==> config.mk <==
export PLATFORM = sky130hd
export DESIGN_NAME = tmds_encoder_mc
export DESIGN_NICKNAME = d
export VERILOG_FILES = /design/src/rtl/tmds_pkg.sv /design/src/rtl/tmds_encoder_mc_lane.sv /design/src/rtl/tmds_encoder_mc.sv
export SDC_FILE = /design/constraint.sdc
export NUM_CORES = 1
export LEC_CHECK = 0
export BUFFER_PORTS_ARGS = -buffer_cell sky130_fd_sc_hd__buf_2
export CORE_MARGIN = 3
export CORE_UTILIZATION = 55
export CTS_BUF_LIST = sky130_fd_sc_hd__clkbuf_4 sky130_fd_sc_hd__clkbuf_8
export CTS_CLUSTER_DIAMETER = 150
export CTS_CLUSTER_SIZE = 25
export DETAILED_ROUTE_END_ITERATION = 10
export PLACE_DENSITY = 0.75
export REMOVE_ABC_BUFFERS = 1
export SLEW_MARGIN = 5
export SYNTH_ARGS = -nofsm -noshare
export SYNTH_HDL_FRONTEND = slang
export SYNTH_SLANG_ARGS = --single-unit
==> constraint.sdc <==
create_clock -name clk_i -period 3.8 [get_ports clk_i]
set_input_delay 0.76 -clock clk_i [delete_from_list [all_inputs] [get_ports clk_i]]
set_output_delay 0.76 -clock clk_i [all_outputs]
set_load 0.01 [all_outputs]
==> src/rtl/tmds_pkg.sv <==
// Shared TMDS symbol tables, mode encoding and helpers
// for the multi-channel encoder.
package tmds_pkg;

  localparam int SYM_W  = 10;
  localparam int DATA_W = 8;

  typedef enum logic [1:0] {
    CTRL  = 2'b00,
    VIDEO = 2'b01,
    TERC4 = 2'b10,
    VGB   = 2'b11
  } tmds_mode_e;

  localparam logic [SYM_W-1:0] CTRL_SYM [4] = '{
    10'b1101010100,
    10'b0010101011,
    10'b0101010100,
    10'b1010101011
  };

  // Stored as q[9:0], i.e. bit-reversed from the on-wire order
  localparam logic [SYM_W-1:0] TERC4_SYM [16] = '{
    10'b0011100101, 10'b1100011001,
    10'b0010011101, 10'b0100011101,
    10'b1000111010, 10'b0111100010,
    10'b0111000110, 10'b0011110010,
    10'b0011001101, 10'b1001110010,
    10'b0011100110, 10'b0110001101,
    10'b0111000101, 10'b1000111001,
    10'b1100011010, 10'b1100001101
  };

  localparam logic [SYM_W-1:0] VGB_SYM_A = 10'b0011001101;
  localparam logic [SYM_W-1:0] VGB_SYM_B = 10'b1100110010;

  function automatic logic [3:0] popcnt8(
    input logic [7:0] v
  );
    logic [3:0] n;
    n = '0;
    for (int i = 0; i < 8; i++) begin
      n = n + {3'b000, v[i]};
    end
    return n;
  endfunction

endpackage

==> src/rtl/tmds_encoder_mc_lane.sv <==
// One TMDS lane: stage-1 transition minimisation, stage-2
// DC balancing / symbol select. TERC4 needs TMDS_MC_TERC4_EN.
module tmds_lane
  import tmds_pkg::*;
#(
  parameter int CNT_W    = 6,
  parameter int LANE_IDX = 0
) (
  input  logic              clk_i,
  input  logic              rst_ni,
  input  logic              en_i,
  input  tmds_mode_e        mode_i,
  input  logic [DATA_W-1:0] data_i,
  input  logic [1:0]        ctrl_i,
  input  logic [3:0]        terc4_i,
  output logic [SYM_W-1:0]  q_o
);

  localparam logic signed [CNT_W-1:0] EIGHT = CNT_W'(8);
  localparam logic signed [CNT_W-1:0] TWO   = CNT_W'(2);

  logic [3:0] n1_d;
  logic       xnor_d;
  logic [8:0] qm_d;

  tmds_mode_e mode_q;
  logic [1:0] ctrl_q;
  logic [8:0] qm_q;
  logic [3:0] n1_q;

  logic signed [CNT_W-1:0] cnt_q, cnt_d;
  logic signed [CNT_W-1:0] n1s, diff, two_p, two_n;
  logic [SYM_W-1:0]        q_q, q_d;
  logic                    bal, inv;

  always_comb begin
    n1_d   = popcnt8(data_i);
    xnor_d = (n1_d > 4'd4) ||
             (n1_d == 4'd4 && !data_i[0]);
    qm_d    = '0;
    qm_d[0] = data_i[0];
    for (int i = 1; i < 8; i++) begin
      qm_d[i] = xnor_d ? ~(qm_d[i-1] ^ data_i[i])
                       :  (qm_d[i-1] ^ data_i[i]);
    end
    qm_d[8] = ~xnor_d;
  end

`ifdef TMDS_MC_TERC4_EN
  logic [3:0] terc4_q;

  always_ff @(posedge clk_i or negedge rst_ni) begin
    if (!rst_ni) begin
      terc4_q <= '0;
    end else if (en_i) begin
      terc4_q <= terc4_i;
    end
  end
`else
  logic unused_terc4;
  assign unused_terc4 = ^terc4_i;
`endif

  always_ff @(posedge clk_i or negedge rst_ni) begin
    if (!rst_ni) begin
      mode_q <= CTRL;
      ctrl_q <= '0;
      qm_q   <= '0;
      n1_q   <= '0;
    end else if (en_i) begin
      mode_q <= mode_i;
      ctrl_q <= ctrl_i;
      qm_q   <= qm_d;
      n1_q   <= popcnt8(qm_d[7:0]);
    end
  end

  // N1 - N0 = 2*N1 - 8
  always_comb begin
    n1s   = {{(CNT_W-4){1'b0}}, n1_q};
    diff  = n1s + n1s - EIGHT;
    two_p = qm_q[8] ? TWO : '0;
    two_n = qm_q[8] ? '0 : TWO;
    bal   = (cnt_q == '0) || (n1_q == 4'd4);
    inv   = (!cnt_q[CNT_W-1] && n1_q > 4'd4) ||
            ( cnt_q[CNT_W-1] && n1_q < 4'd4);
  end

  always_comb begin
    q_d   = CTRL_SYM[ctrl_q];
    cnt_d = '0;
    unique case (mode_q)
      VIDEO: begin
        if (bal) begin
          q_d = {~qm_q[8], qm_q[8],
                 qm_q[8] ? qm_q[7:0] : ~qm_q[7:0]};
          cnt_d = qm_q[8] ? cnt_q + diff
                          : cnt_q - diff;
        end else if (inv) begin
          q_d   = {1'b1, qm_q[8], ~qm_q[7:0]};
          cnt_d = cnt_q + two_p - diff;
        end else begin
          q_d   = {1'b0, qm_q[8], qm_q[7:0]};
          cnt_d = cnt_q - two_n + diff;
        end
      end
      VGB: begin
        q_d = (LANE_IDX % 3 == 1) ? VGB_SYM_B
                                  : VGB_SYM_A;
      end
`ifdef TMDS_MC_TERC4_EN
      TERC4: q_d = TERC4_SYM[terc4_q];
`endif
      default: q_d = CTRL_SYM[ctrl_q];
    endcase
  end

  always_ff @(posedge clk_i or negedge rst_ni) begin
    if (!rst_ni) begin
      cnt_q <= '0;
      q_q   <= CTRL_SYM[0];
    end else if (en_i) begin
      cnt_q <= cnt_d;
      q_q   <= q_d;
    end
  end

  assign q_o = q_q;

endmodule

==> src/rtl/tmds_encoder_mc.sv <==
// NUM_CH-lane TMDS encoder top: bus slicing only.
// Define TMDS_MC_TERC4_EN to enable TERC4 data islands.
module tmds_encoder_mc
  import tmds_pkg::*;
#(
  parameter int NUM_CH = 3,
  parameter int CNT_W  = 6
) (
  input  logic                  clk_i,
  input  logic                  rst_ni,
  input  logic                  en_i,
  input  logic [1:0]            mode_i,
  input  logic [8*NUM_CH-1:0]   data_i,
  input  logic [2*NUM_CH-1:0]   ctrl_i,
  input  logic [4*NUM_CH-1:0]   terc4_i,
  output logic [10*NUM_CH-1:0]  q_o
);

  if (CNT_W < 5) begin : g_bad_cnt_w
    $error("CNT_W must be at least 5");
  end
  if (NUM_CH < 1 || NUM_CH > 4) begin : g_bad_num_ch
    $error("NUM_CH must be 1..4");
  end

  for (genvar k = 0; k < NUM_CH; k++) begin : g_lane
    tmds_lane #(
      .CNT_W    (CNT_W),
      .LANE_IDX (k)
    ) u_lane (
      .clk_i   (clk_i),
      .rst_ni  (rst_ni),
      .en_i    (en_i),
      .mode_i  (tmds_mode_e'(mode_i)),
      .data_i  (data_i[8*k +: 8]),
      .ctrl_i  (ctrl_i[2*k +: 2]),
      .terc4_i (terc4_i[4*k +: 4]),
      .q_o     (q_o[10*k +: 10])
    );
  end

endmodule

==> results of run 1 <==
power by group through the flow:
stage          clock [mW]  sequential [mW]  combinational [mW]
3_3_place_gp            0             1.66                6.03
4_1_cts             0.695             1.67                6.84
5_1_grt             0.735             1.72                7.90
3_5_place_dp            0             1.68                6.38
6_report            0.682             1.67                7.09
2_1_floorplan           0             1.65                4.88
metrics by stage:
stage / setup TNS [ps] / utilization, % / setup WS, ps
floorplan: -25230 / - / -2174
global placement: -29200 / 63.13 / -2236
detailed placement: -32810 / 63.13 / -2464
CTS: -19740 / 67.21 / -1829
global route: -24380 / 68.32 / -2069
finish: -21510 / 68.32 / -1897
per-layer routing:
| metal | vias to the layer above | global-route usage, % | share of wire, % |
|---|---|---|---|
| li1 | 2758 | - | - |
| met1 | 2835 | 28.80 | 41 |
| met2 | 124 | 41.56 | 53 |
| met3 | 30 | 4.529 | 4.0 |
| met4 | 0 | 6.159 | 1.9 |
| met5 | - | 0 | 0 |
path summary, 6_finish.rpt:
| check | start | to |
|---|---|---|
| worst max-delay path | data_i[8] | g_lane[1].u_lane.n1_q[1]$_DFFE_PN0P_ |
| worst min-delay path | g_lane[1].u_lane.q_o[9]$_DFFE_PN1P_ | g_lane[1].u_lane.q_o[9]$_DFFE_PN1P_ |
| worst max register to register | g_lane[2].u_lane.qm_q[8]$_DFFE_PN0P_ | g_lane[2].u_lane.cnt_q[5]$_DFFE_PN0P_ |
| worst min register to register | g_lane[1].u_lane.q_o[9]$_DFFE_PN1P_ | g_lane[1].u_lane.q_o[9]$_DFFE_PN1P_ |
| max in group asynchronous | rst_ni | g_lane[1].u_lane.q_o[8]$_DFFE_PN1P_ |
| min in group asynchronous | rst_ni | g_lane[1].u_lane.n1_q[0]$_DFFE_PN0P_ |
sequential cells by signal (all words and copies together) (netlist names):
name,count
g_lane.u_lane.cnt_q,15
g_lane.u_lane.ctrl_q,6
g_lane.u_lane.mode_q,2
g_lane.u_lane.n1_q,12
g_lane.u_lane.q_o,30
g_lane.u_lane.qm_q,27
cells in the final DEF, fill, tap and decap left out, types with 4 or more instances in the layout:
master      n
a21oi_1    39
nor2_1     57
clkbuf_8    9
buf_4      61
dfrtp_1    77
mux2i_1    11
o21ai_0     6
xor2_1     36
buf_6      13
buf_8       4
o21a_1     18
a21o_1     14
xnor2_4     6
a21oi_2     9
nand2_1    25
xnor2_1    39
mux2_4      6
mux2_1     14
o22ai_1    28
o21ai_1    23
dfstp_2    15
a31oi_1     6
fa_1       30
buf_2      56
inv_1     114
fa_2        9
mux2_2      6
nor3_1      9
a211oi_1    9
inv_2      14
nor2b_1     7
nor3b_2     4
xnor2_2    11
ha_1       81
cells by family after synthesis:
family          after synthesis  synth area share (%)
compound gates              161                 13.26
xor+xnor                     96                 11.95
fa+ha+maj                   123                 24.11
buf+inv                     156                 8.167
flops                        92                 30.55
mux                          40                 6.191
simple gates                104                 5.780
cells in the mapped netlist, types with 7 or more instances:
cell	instances	area, um^2
o21ai_1	21	105.1
fa_1	39	780.8
xor2_1	37	324.1
mux2_1	14	157.7
o22ai_1	29	181.4
nor2_1	57	214.0
o21ai_0	8	40.04
a211oi_1	9	67.56
nor2b_1	7	43.79
nor3_1	9	45.04
clkbuf_1	19	71.32
mux2_2	12	135.1
dfrtp_1	77	1927
dfstp_2	15	394.1
xnor2_1	50	437.9
mux2i_1	11	110.1
o21a_1	18	135.1
inv_1	126	473.0
a21oi_1	44	220.2
a21o_1	14	105.1
nand2_1	25	93.84
ha_1	84	1051
critical path, cell delays in order:
cell,delay [ps]
buf_8,100
ha_4,260
inv_2,30
fa_1,450
fa_1,500
inv_1,60
fa_2,350
fa_1,450
nor3b_2,230
o21ai_1,110
a21oi_2,220
xnor2_1,170
ha_1,280
inv_2,60
fa_1,430
fa_1,510
inv_2,40
fa_2,350
inv_2,70
fa_2,430
mux2i_1,130
what timing repair did:
item,in CTS,in global routing
setup buffers,10,12
pin swaps,17,10
resized for setup,62,27
hold endpoints to repair,0,0
endpoints found under the setup margin,22,23
layout make-up:
class	instances	area (um^2)	area share, %
clock buffer	9	123.9	1.353
clock inverter	7	73.82	0.8063
inverter	130	490.5	5.357
multi-input combinational	524	4961	54.19
sequential	92	2321	25.35
tap	176	220.2	2.405
timing repair buffer	135	964.7	10.54
==> flow_summary.toml, run 1 <==
[outcome]
status = "finished with violations"
violations = "setup timing"

[synthesis]
synth_cells = 772
async_flop_share_pct = 100.0
avgSynthCellArea_um2 = 9.843
ys_warn_count = 0
ys_types = 42
synth_edf_count = 0
yosysSeqAreaShare_pct = 30.55
ys.flop_type = "dfrtp_1"
netlist_area_um2 = 7599
ys_seq_elements = 92

[setup_path]
critPathRequiredTime_ps = 4100
start_kind = "input port"
worstRegToRegCells = 10
rrSetupSlack_ps = 1050
crit_type = "in2reg"
cp_max_fo = 2
worstPathArrival_ps = 6000
cp-end-kind = "flop"

[clock_network]
cts_made_buffers = 9
h-tree-depth = 3
root_buffer = "clkbuf_8"
clock_sink_count = 92
worst_skew_pair.late_latency_ps = 370
cts_tree = "done"
cts.clk_slew.worst_paths_ps = 90
clock_path_buffers = 2
hold_buffers = 0

[floorplan]
die_width_um = 123.5
start_util_pct = 56.70
pin_count = 77
coreArea_um2 = 13400
chipHeight_um = 123.5
rows = 42
die-area_um2 = 15260

[pwr]
netSwitchingFraction_pct = 46.32
p_comb_share_pct = 75.1
power.switching_mw = 4.373
vdd_ir_drop_max_mv = 0.4049
p_int_mw = 5.067
clockPowerShare_pct = 7.2
leakage_nw = 4.546
power_mw = 9.440
cellPowerDensity_nw_per_um2 = 1031
seq_power_share_pct = 17.7

[placement]
dpl.cell_count = 1044
portBuffers = 64
gp_congestion = 0.8678
dp_hpwl_mm = 12.62
dpl_cell_area_um2 = 8459

[timing]
fmax_ghz = 0.1755
hold_slack_ps = 476.0
skew_ps = 4.965
fin_crit_sh_pct = 149.9
relSlewSlack_pct = 42.94
setup_slack_ps = -1897
drv_slew = 0
hold_violations = 0
setup_viol = 19
rsz0062_at_grt = "yes"
fin_crit_ps = 5697
worstMarginPinSlew_ps = 855.8

[drt]
drtPass1Iterations = 5
wl_per_cell_um = 16.00
vias_per_cell = 5.356
wl_mm = 17.17
first_iter_violations = 335
final_antenna_net_count = 0
vias = 5747
drcViolationCount = 0

[finish]
drive_gt1_share_pct = 27.42
diodes = 0
fillers = 978
nets = 1062
final_area_um2 = 9155
area_growth_pct = 20.48
fin_cells = 1073

[global_routing]
antenna_found_initial = 0
grt_overflow = 0
grt_pass1_vias = 5991
grt_first_pass_wirelength_mm = 28.11
track_usage_pct = 23.26
grt_start_max_net_pins = 75

[hold_path]
hold_depth = 2
hp-class = "reg2reg"

[flow_run]
drv_cap = 0
(Power assumes the default switching activity.)
==> run 2: changes to the inputs <==
CTS_CLUSTER_SIZE = unset   (was 25)
SYNTH_HIERARCHICAL = 1   (was unset)
==> run 2 against run 1 <==
The flow still finishes with violations (setup timing). Cell count grew 2.8%. Non-clock buffer count grew 12. Critical path depth grew 1. Cell area grew 2.7%. Critical endpoint is now g_lane[2].u_lane/n1_q[2]$_DFFE_PN0P_. Largest cell class unchanged. Critical path type unchanged. Global-route usage decreased by 0.12 points. Clock-buffer cell count increased by 1. Hold slack lost 97 ps. Register-to-register slack lost 20 ps.
==> flow_summary.toml, run 2 <==
[global_routing]
grt-busiest-layer = "met2"
grt_pass1_vias = 6349
grt_first_pass_wirelength_mm = 30.07
grt_overflow = 0
track_usage_pct = 23.14
grt_use_met2_pct = 39.25
grt_util_met3_pct = 4.760
antenna_found_initial = 1
grt_use_met1_pct = 29.96
grt_start_max_net_pins = 67

[timing]
setup_slack_ps = -2011
hold_violations = 0
setup_viol = 18
drv_slew = 0
fin_crit_sh_pct = 152.9
worstMarginPinSlew_ps = 837.7
rsz0062_at_grt = "yes"
relSlewSlack_pct = 42.55
fin_crit_ps = 5811
fmax_ghz = 0.1721
skew_ps = 13.07

[hold_path]
hp-class = "in2async"

[clock_network]
root_buffer = "clkbuf_8"
clock_sink_count = 96
cts_made_buffers = 9
worst_skew_pair.late_latency_ps = 370
cts.clk_slew.worst_paths_ps = 100
cts_tree = "done"
hold_buffers = 0
clock_path_buffers = 2
h-tree-depth = 3

[synthesis]
yosys.area_share.simple_pct = 7.241
synth-compound-area-share_pct = 12.71
synth_fa_ha_area_share_pct = 22.93
synth_edf_count = 0
ys_seq_elements = 96
ys.flop_type = "dfrtp_1"
synth-xor-area-share_pct = 12.01
synthTopCellsByCount = "inv_1, ha_1, dfrtp_1"
synthTopCellsByArea = "dfrtp_1, ha_1, fa_1, xnor2_1, inv_1"
ys_warn_count = 6
ys_types = 56
avgSynthCellArea_um2 = 9.909
synth_top_family_by_area = "adder cells"
yosysMostFrequentCell = "inv_1"
netlist_area_um2 = 7759
synthMuxAreaShare_pct = 6.483
synth_cells = 783
yosysSeqAreaShare_pct = 31.20
async_flop_share_pct = 100.0
synth.largest_area_cell = "dfrtp_1"
synth_top_cell_area_share_pct = 26.12

[setup_path]
crit_start = "data_i[19]"
worstPathArrival_ps = 6040
crit_chain = "buf_8 -> inv_4 -> fa_1 -> fa_1 -> fa_1 -> inv_2 -> ha_4 -> fa_1 -> nor3b_2 -> o21ai_1 -> a21o_2 -> xor2_2 -> fa_1 -> xor2_1 -> ha_1 -> fa_1 -> ha_4 -> inv_2 -> fa_2 -> xnor2_1 -> nand2_1 -> o21ai_1"
cp_max_fo = 4
max_stage_delay_ps = 570
reg2reg_from = "g_lane[2].u_lane/qm_q[8]$_DFFE_PN0P_"
cp-end-kind = "flop"
worstRegToRegCells = 9
crit_end = "g_lane[2].u_lane/n1_q[2]$_DFFE_PN0P_"
start_kind = "input port"
worst_path_most_repeated_cell = "fa_1"
regToRegEndpoint = "g_lane[2].u_lane/cnt_q[5]$_DFFE_PN0P_"
critPathRequiredTime_ps = 4030
slowest_stage = "fa_1"
crit_type = "in2reg"
rrSetupSlack_ps = 1030

[drt]
wl_per_cell_um = 16.16
final_antenna_net_count = 0
vias = 6042
wl_mm = 17.82
drtPass1Iterations = 5
vias_per_cell = 5.478
drcViolationCount = 0
first_iter_violations = 400

[finish]
multi_input_area_um2 = 5007
diodes = 0
area_growth_pct = 21.14
final_cell_mix = "inv_1, dfrtp_1, buf_4, ha_1, buf_2"
drive_gt1_share_pct = 28.37
final_common_cell = "inv_1"
nets = 1089
largest_reg_flops = 30
seq_area_um2 = 2421
fillers = 958
final_area_um2 = 9399

[placement]
portBuffers = 64
dp_hpwl_mm = 13.17
gp_congestion = 0.8796
dpl_cell_area_um2 = 8747

[floorplan]
start_util_pct = 57.45
pin_count = 77
coreArea_um2 = 13510
die-area_um2 = 15570
rows = 42
die_width_um = 124.8
chipHeight_um = 124.8

[outcome]
status = "finished with violations"
violations = "setup timing"

[flow_run]
drv_cap = 0
[run 2: cell types whose count changed after synthesis, sizes merged, moves of 5 or more]
cell    change
clkbuf      -7
mux2i       +8
nand3       +5
nor2        -8
o21a       -16
o221ai      +9
o22ai      -11
xnor2       +7
xor2        -6
[run 2: repair_timing]
action / in CTS / in global routing
pin swaps: 32 / 17
resized for setup: 60 / 22
buffers inserted: 6 / 13
endpoints found under the setup margin: 22 / 22
[run 2: how the worst min path moves through the flow]
stage                                              to  slack, ps
2_1_floorplan   g_lane[0].u_lane/cnt_q[1]$_DFFE_PN0P_        460
3_3_place_gp      g_lane[1].u_lane/q_o[9]$_DFFE_PN1P_        460
3_5_place_dp      g_lane[1].u_lane/q_o[9]$_DFFE_PN1P_        460
4_1_cts        g_lane[1].u_lane/ctrl_q[0]$_DFFE_PN0P_        390
5_1_grt           g_lane[1].u_lane/q_o[1]$_DFFE_PN0P_        400
6_report       g_lane[1].u_lane/ctrl_q[0]$_DFFE_PN0P_        380
[run 2: per-layer routing]
| metal | vias up | routed length (um) |
|---|---|---|
| li1 | 2874 | - |
| met1 | 2963 | 7564 |
| met2 | 160 | 9073 |
| met3 | 43 | 803 |
| met4 | 2 | 375 |
| met5 | - | 7 |
[run 2: cells by family (layout without fill, tap and decap cells)]
family	Yosys count	in the layout
AO/OA/AOI/OAI	154	154
XOR/XNOR	97	97
adder cells (fa/ha/maj)	120	120
buffers and inverters	153	297
flip-flops	96	96
multiplexers	45	45
AND/OR/NAND/NOR	118	118
[run 2: cell type report]
| type | instances | area share, % |
|---|---|---|
| well taps | 176 | 2.343 |
| clock buffers | 10 | 1.464 |
| clock inverters | 6 | 0.7987 |
| inverters | 134 | 5.405 |
| flip-flops and latches | 96 | 25.76 |
| repair buffers | 147 | 10.96 |
| multi-input cells | 534 | 53.27 |
[run 2: through the flow]
stage	util (%)	instances	setup slack [ps]	hold slack [ps]	TNS, ps
after global routing	69.59	1103	-2188	404.4	-26210
after floorplan	-	764	-2265	464.4	-26550
after global placement	64.77	1071	-2481	459.7	-32600
final	69.59	1103	-2011	378.9	-23750
after detailed placement	64.77	1071	-2608	463.8	-36410
after CTS	68.47	1093	-2009	386.0	-22810
[run 2: worst max-delay path: cells and delay by family]
family,cells,cell delay [ps]
xor+xnor,3,460
simple gates,2,280
buf+inv,4,190
compound gates,3,420
fa+ha+maj,10,3920
Power of run 2 is not shown: default switching activity piles up to over one toggle a cycle in this logic, so the estimate is an artifact.
